**config.mk**
```make
export PLATFORM = sky130hd
export DESIGN_NAME = multicycle_control_fsm
export DESIGN_NICKNAME = d
export VERILOG_FILES = /design/src/rtl/multicycle_control_fsm.sv
export SDC_FILE = /design/constraint.sdc
export NUM_CORES = 1
export LEC_CHECK = 0
export BUFFER_PORTS_ARGS = -buffer_cell sky130_fd_sc_hd__buf_2
export CORE_MARGIN = 2
export CORE_UTILIZATION = 30
export CTS_CLUSTER_DIAMETER = 200
export DETAILED_ROUTE_END_ITERATION = 10
export REMOVE_ABC_BUFFERS = 1
export SYNTH_ARGS = -nofsm -noshare
export SYNTH_HDL_FRONTEND = slang
export SYNTH_SLANG_ARGS = --single-unit
export TNS_END_PERCENT = 20
```
**constraint.sdc**
```tcl
create_clock -name clk_i -period 2.05 [get_ports clk_i]
set_input_delay 0.5125 -clock clk_i [delete_from_list [all_inputs] [get_ports clk_i]]
set_output_delay 0.5125 -clock clk_i [all_outputs]
set_load 0.1 [all_outputs]
```
**src/rtl/multicycle_control_fsm.sv**
```systemverilog
// Multi-cycle RV32I control FSM: sequences fetch/decode/execute/memory/writeback.
// Latency: Moore outputs from the state register; ir_write/pc_write in FETCH also need mem_ready_i.
// Backpressure: stalls in a request state until mem_ready_i; bus timeout or illegal opcode -> sticky FAULT.
//
// Ports:
//   clk_i, rst_i                  clock, synchronous active-high reset
//   opcode_i, zero_i, mem_ready_i IR opcode, ALU zero flag (unused here), memory completion
//   mem_req_o, mem_we_o           memory request / write qualifier
//   addr_src_o, ir_write_o, pc_write_o, pc_write_cond_o, reg_write_o   datapath enables/selects
//   alu_src_a_o, alu_src_b_o, ALU_CO_o, is_immediate_o, result_src_o   ALU operand/op/result selects
//   fault_o, state_o              sticky fault flag, current state for debug
module multicycle_control_fsm #(
  parameter int BUS_TIMEOUT = 255
) (
  input  logic       clk_i,
  input  logic       rst_i,
  input  logic [6:0] opcode_i,
  input  logic       zero_i,
  input  logic       mem_ready_i,
  output logic       mem_req_o,
  output logic       mem_we_o,
  output logic       addr_src_o,
  output logic       ir_write_o,
  output logic       pc_write_o,
  output logic       pc_write_cond_o,
  output logic       reg_write_o,
  output logic [1:0] alu_src_a_o,
  output logic [1:0] alu_src_b_o,
  output logic [1:0] ALU_CO_o,
  output logic       is_immediate_o,
  output logic [1:0] result_src_o,
  output logic       fault_o,
  output logic [3:0] state_o
);

  // Counter is at least 8 bits, wider if the timeout needs it.
  localparam int CW = ($clog2(BUS_TIMEOUT + 1) > 8) ? $clog2(BUS_TIMEOUT + 1) : 8;

  typedef enum logic [3:0] {
    S_FETCH     = 4'd0,
    S_DECODE    = 4'd1,
    S_MEM_ADDR  = 4'd2,
    S_MEM_READ  = 4'd3,
    S_MEM_WB    = 4'd4,
    S_MEM_WRITE = 4'd5,
    S_EXEC_R    = 4'd6,
    S_EXEC_I    = 4'd7,
    S_ALU_WB    = 4'd8,
    S_BRANCH    = 4'd9,
    S_JAL       = 4'd10,
    S_JALR      = 4'd11,
    S_LUI       = 4'd12,
    S_AUIPC     = 4'd13,
    S_JAL_LINK  = 4'd14,
    S_FAULT     = 4'd15
  } state_t;

  state_t          state, state_nxt;
  logic [CW-1:0]   tmo_cnt;
  logic            tmo_hit;

  // Branch decision is applied outside this block via pc_write_cond_o.
  logic unused_zero;
  assign unused_zero = zero_i;

  // Expiry on the last allowed wait cycle; a concurrent mem_ready_i takes priority in the FSM.
  assign tmo_hit = (BUS_TIMEOUT != 0) && mem_req_o && !mem_ready_i &&
                   (tmo_cnt == CW'(BUS_TIMEOUT - 1));

  always_ff @(posedge clk_i) begin
    if (rst_i) begin
      state   <= S_FETCH;
      tmo_cnt <= '0;
    end else begin
      state <= state_nxt;
      if (state_nxt != state) begin
        tmo_cnt <= '0;
      end else if (mem_req_o && !mem_ready_i && (tmo_cnt != '1)) begin
        tmo_cnt <= tmo_cnt + 1'b1;
      end
    end
  end

  always_comb begin
    state_nxt       = state;
    mem_req_o       = 1'b0;
    mem_we_o        = 1'b0;
    addr_src_o      = 1'b0;
    ir_write_o      = 1'b0;
    pc_write_o      = 1'b0;
    pc_write_cond_o = 1'b0;
    reg_write_o     = 1'b0;
    alu_src_a_o     = 2'b00;
    alu_src_b_o     = 2'b00;
    ALU_CO_o        = 2'b00;
    is_immediate_o  = 1'b0;
    result_src_o    = 2'b00;
    fault_o         = 1'b0;
    unique case (state)
      S_FETCH: begin
        mem_req_o    = 1'b1;
        alu_src_b_o  = 2'b10;
        result_src_o = 2'b10;
        if (mem_ready_i) begin
          ir_write_o = 1'b1;
          pc_write_o = 1'b1;
          state_nxt  = S_DECODE;
        end else if (tmo_hit) begin
          state_nxt = S_FAULT;
        end
      end
      S_DECODE: begin
        // Precompute branch target into ALUOut while dispatching.
        alu_src_a_o = 2'b10;
        alu_src_b_o = 2'b01;
        case (opcode_i)
          7'b0000011, 7'b0100011: state_nxt = S_MEM_ADDR;
          7'b0110011:             state_nxt = S_EXEC_R;
          7'b0010011:             state_nxt = S_EXEC_I;
          7'b1100011:             state_nxt = S_BRANCH;
          7'b1101111:             state_nxt = S_JAL;
          7'b1100111:             state_nxt = S_JALR;
          7'b0110111:             state_nxt = S_LUI;
          7'b0010111:             state_nxt = S_AUIPC;
          default:                state_nxt = S_FAULT;
        endcase
      end
      S_MEM_ADDR: begin
        alu_src_a_o = 2'b01;
        alu_src_b_o = 2'b01;
        // opcode bit 5 separates store (0100011) from load (0000011).
        state_nxt   = opcode_i[5] ? S_MEM_WRITE : S_MEM_READ;
      end
      S_MEM_READ: begin
        mem_req_o  = 1'b1;
        addr_src_o = 1'b1;
        if (mem_ready_i)  state_nxt = S_MEM_WB;
        else if (tmo_hit) state_nxt = S_FAULT;
      end
      S_MEM_WB: begin
        reg_write_o  = 1'b1;
        result_src_o = 2'b01;
        state_nxt    = S_FETCH;
      end
      S_MEM_WRITE: begin
        mem_req_o  = 1'b1;
        mem_we_o   = 1'b1;
        addr_src_o = 1'b1;
        if (mem_ready_i)  state_nxt = S_FETCH;
        else if (tmo_hit) state_nxt = S_FAULT;
      end
      S_EXEC_R: begin
        alu_src_a_o = 2'b01;
        ALU_CO_o    = 2'b10;
        state_nxt   = S_ALU_WB;
      end
      S_EXEC_I: begin
        alu_src_a_o    = 2'b01;
        alu_src_b_o    = 2'b01;
        ALU_CO_o       = 2'b10;
        is_immediate_o = 1'b1;
        state_nxt      = S_ALU_WB;
      end
      S_ALU_WB: begin
        reg_write_o = 1'b1;
        state_nxt   = S_FETCH;
      end
      S_BRANCH: begin
        alu_src_a_o     = 2'b01;
        ALU_CO_o        = 2'b01;
        pc_write_cond_o = 1'b1;
        state_nxt       = S_FETCH;
      end
      S_JAL: begin
        alu_src_a_o = 2'b10;
        alu_src_b_o = 2'b10;
        reg_write_o = 1'b1;
        pc_write_o  = 1'b1;
        state_nxt   = S_FETCH;
      end
      S_JALR: begin
        // Jump target goes straight from the ALU into PC; link written next cycle.
        alu_src_a_o  = 2'b01;
        alu_src_b_o  = 2'b01;
        pc_write_o   = 1'b1;
        result_src_o = 2'b10;
        state_nxt    = S_JAL_LINK;
      end
      S_JAL_LINK: begin
        alu_src_a_o  = 2'b10;
        alu_src_b_o  = 2'b10;
        reg_write_o  = 1'b1;
        result_src_o = 2'b10;
        state_nxt    = S_FETCH;
      end
      S_LUI: begin
        alu_src_a_o = 2'b01;
        alu_src_b_o = 2'b01;
        state_nxt   = S_ALU_WB;
      end
      S_AUIPC: begin
        alu_src_a_o = 2'b10;
        alu_src_b_o = 2'b01;
        state_nxt   = S_ALU_WB;
      end
      S_FAULT: begin
        fault_o = 1'b1;
      end
      default: state_nxt = S_FAULT;
    endcase
  end

  assign state_o = state;

endmodule

```
# Word level (Yosys, flattened, before mapping)
# Cells that the tools add are included.
dict set report classes {
  add_sub_neg 1
  eq_ne 27
  n_mux 21
  n_reduce_logical 19
}
# op count
set op_table {}
lappend op_table {{$pmux 4 s8} 2}
lappend op_table {{$eq 4x4->1 const B} 8}
lappend op_table {{$eq 7x6->1 const B} 3}
lappend op_table {{$eq 7x7->1 const B} 3}
lappend op_table {{$eq 4x3->1 const B} 4}
lappend op_table {{$mux 4} 4}
lappend op_table {{$pmux 2 s2} 4}
lappend op_table {{$eq 7x5->1 const B} 2}
lappend op_table {{$reduce_or 4->1} 3}
lappend op_table {{$reduce_or 6->1} 2}
lappend op_table {{$reduce_or 2->1} 5}
lappend op_table {{$mux 1} 9}
lappend op_table {{$reduce_or 3->1} 3}
lappend op_table {{$add 8x1->8 const B} 1}
lappend op_table {{$eq 4x2->1 const B} 2}
lappend op_table {{$eq 8x8->1 const B} 1}
lappend op_table {{$ne 8x8->1 const B} 1}
lappend op_table {{$eq 7x2->1 const B} 1}
lappend op_table {{$reduce_or 5->1} 1}
lappend op_table {{$eq 4x1->1 const B} 1}
lappend op_table {{$logic_not 4->1} 1}
lappend op_table {{$ne 4x4->1} 1}
lappend op_table {{$logic_and 1x1->1} 3}
lappend op_table {{$mux 3} 1}
lappend op_table {{other kinds (2)} 2}
dict set report totals {
  regBits 12
  in_bits 11
}

# Longest topological paths before layout
dict set report logic_depth {
  word_depth 10
  ltp_mapped 8
  mapped_depth_nobuf 8
}

# Worst setup path after synthesis
# Ideal clock, no wire load.
dict set report synth_path {
  path_kind {reg2out}
  start {register state[0], in the netlist state_o[0]}
  end {output ALU_CO_o[0]}
  arrival_ns 5.503
  slack_ns -3.965
  path_stages_with_launch 5
  path_buffers 3
  path_cell_list {dfxtp_1 > buf_2 > clkbuf_1 > nor4b_1 > buf_4}
}
dict set report synth_between {
  elab_chain_cells 3
  elab_cells_between_ends 5
  cone_classes {eq/ne (3); mux (1); reduce/logical (1)}
}
# item line
set synth_rtl {}
lappend synth_rtl {{start, declared} 58} ;# state_t state, state_nxt;
lappend synth_rtl {{start signal, assigned} 75} ;# state <= state_nxt;
lappend synth_rtl {{$eq 4x3->1} 99} ;# unique case (state)
lappend synth_rtl {{$reduce_or 2->1 (no line)} n/a}
lappend synth_rtl {{$pmux 2 s2 (*)} 99}
lappend synth_rtl {{end, declared} 29} ;# output logic [1:0] ALU_CO_o,
# Mark *: on every way between the ends. The rest lies on a longest branch, timed or not.

# Worst setup path after layout
dict set report layout_path {
  start {register state[2], in the netlist state_o[2]}
  end {output alu_src_b_o[1]}
}
dict set report layout_between {
  elab_chain_cells 3
  elab_cells_between_ends 12
  cone_classes {eq/ne (8); mux (1); reduce/logical (3)}
}
# item line
set layout_rtl {}
lappend layout_rtl {{$eq 4x1->1 (tied with other cells)} 99}
lappend layout_rtl {{$reduce_or 6->1 (no line) or $reduce_or 3->1 (tied branches)} n/a}
lappend layout_rtl {{$pmux 2 s2 (*)} 99}
lappend layout_rtl {{end, declared} 28} ;# output logic [1:0] alu_src_b_o,
# Marked as above.

==> metrics.csv <==
metric;value;unit
max-cap viol count;0;
Worst Path Max Fanout;8;
placed cell count;258;
row cnt;23;
Slew @ Worst Pin;365.1;ps
Starting Density;30.82;%
Total Routing Usage GR;15.01;%
CORE AREA;3943;sq um
wire per inst;11.72;microns
startpoint types;register;
worst r2r dst;tmo_cnt[3];
WP data arrival;1530;ps
DR vias;1346;
leading area contributor after synthesis;dfxtp_1;
DRC viols;0;
status;finished, final reports clean;
Max-slew headroom;75.61;%
combined flip-flop and latch cell area;252.7;sq um
Post-Syn Instances;162;
ys flop type;dfxtp_1;
remaining antenna violation count;0;
Max clock buf depth;2;
Tmin final;2041;ps
Synth Area in Adders;2.060;%
Simple-Gate Fraction of Synth Area;37.28;%
Clock Pin Slew Worst Setup and Hold Paths;50;ps
CTS tree;built;
Reg2Reg Depth;8;
hold_sp;rst_i;
Hold Path Sink;state_o[1];
TritonCTS Buffers;3;
vias per inst;5.079;
Mapped Avg Cell Area;7.499;sq um
initial antenna violation count;0;
commonest non-fill, non-tap cell in the layout;buf_4;
largest net degree at the start of global routing;19;
fin cells;265;
layout cells sized above 1;42.79;%
WS Path Type;register to output port;
area added between synthesis and finish;68.69;%
post-DP HPWL;2460;microns
global route total overflow;0;
area of the multi-input gates;940.9;sq um
Setup crit end kind;output port;
Die Wd;67.64;microns
commonest non-fill, non-tap cells in the layout;buf_4 (26), buf_12 (21), nor2_1 (20), nand2_1 (16), buf_2 (9);
mux cell area share after synthesis;1.751;%
cell area after synthesis;1215;sq um
Post-Synth XOR/XNOR Area;7.930;%
root buffer cell;clkbuf_8;
DRT iter0 DRCs;83;
DR pass1 iterations;4;
routability cong.;0.9169;
worst min path class;input pin to register;
Worst Hold Depth;2;
largest family of logic cells by synthesized area;simple AND/OR/NAND/NOR gates;
NumNets Final;229;
ant diodes;0;
clk_skew;0.3625;ps
CTS Hold Buffers Added;0;
Max Freq;0.4898;GHz
latest clock arrival within the worst-skew pair;240;ps
Clock Sink Count;12;
count of final setup violators;0;
post-synthesis cell type count;55;
Ports;32;
RSZ-0062 raised after global routing;yes;
setup TNS;0;ps
top post-synthesis cells by area;dfxtp_1 (20%), nor2_1 (6.2%), xor2_1 (5.0%);
hold slack;508.4;ps
Crit path required time;1540;ps
setup slack, reg-to-reg;70;ps
Hold Vio Cnt, Final;0;
Total Wirelength;3106;microns
die area;4574;sq um
register area share after synthesis;19.77;%
reg2reg start;state_o[0];
port buffer count;30;
YS warnings;0;
max-slew violations;0;
vias in the first global route;1208;
ys async rst share;0;%
register bit count reported by yosys;12;
htree depth;1;
number of flops mapped to enable cells by yosys;0;
post-synthesis compound-gate area fraction;24.72;%
Fill cells;351;
Yosys top cell area share;19.77;%
Die Ht;67.64;microns
first-pass GRT wire length;5347;microns
final critical-path share of the clock period;99.58;%
fin util;51.98;%
## stage by stage
stage / cell area [sq um] / worst slack [ps]
6_report: 2049 / 8.522
5_1_grt: 2049 / -33.40
4_1_cts: 1981 / 10.52
3_5_place_dp: 1898 / -118.1
3_3_place_gp: 1898 / -103.8
2_1_floorplan: 1155 / -6264
## kinds of logic after synthesis
kind of cell / after synthesis
adder cells (fa/ha/maj): 2
XOR/XNOR: 11
AND/OR/NAND/NOR: 79
multiplexers: 2
AO/OA/AOI/OAI: 40
buffers and inverters: 16
flip-flops: 12
## worst max-delay path: stages (launching register included)
cell and delay [ps]:
dfxtp_4 360, buf_4 170, or3_4 400, a21oi_4 170
buf_12 190
## routing by layer
| metal | share of wire, % | vias to the layer above | wire [microns] | GRT usage [%] |
|---|---|---|---|---|
| li1 | - | 692 | - | - |
| met5 | 0 | - | 0 | 0 |
| met1 | 46 | 611 | 1436 | 18.92 |
| met3 | 5.1 | 4 | 157 | 2.000 |
| met4 | 1.1 | 0 | 35 | 5.357 |
| met2 | 48 | 39 | 1477 | 25.86 |
## worst max-delay path by stage
stage	cells after the start	endpoint	slack [ps]	start
after floorplan	2	ALU_CO_o[0]	-6260	state_o[3]
after global placement	7	tmo_cnt[1]	-100	opcode_i[3]
after detailed placement	7	tmo_cnt[1]	-120	opcode_i[3]
after CTS	4	alu_src_b_o[1]	10	state_o[2]
after global routing	4	alu_src_b_o[1]	-30	state_o[2]
final	4	alu_src_b_o[1]	9	state_o[2]
## sequential cells by signal, indices dropped and copies added, names as in the netlist
name / count
state_o: 4
tmo_cnt: 8
## repair_timing
| item | in CTS | in global routing |
|---|---|---|
| setup endpoints to repair | 12 | 7 |
| buffers inserted | 0 | 3 |
| endpoints found under the hold margin | 0 | 0 |
| resized for setup | 10 | 14 |
| pin swaps | 1 | 2 |
## layout make-up
class                      count  share of cell area, %
clock buffer                   4                  2.686
inverter                       5                 0.9157
multi-input combinational    134                  45.91
sequential                    12                  12.33
tap                           50                  3.052
timing repair buffer          60                  35.10
## cells in the mapped netlist, drive strengths merged (3+ instances only)
master	number
nor2	20
nand2	17
a21oi	12
dfxtp	12
buf	9
and3	8
o21ai	7
xor2	7
inv	5
nor3	5
nand3b	4
or3	4
xnor2	4
a31oi	3
nand3	3
o22ai	3
or2	3
Power is not shown: default switching activity piles up to over one toggle a cycle in this logic, so the estimate is an artifact.
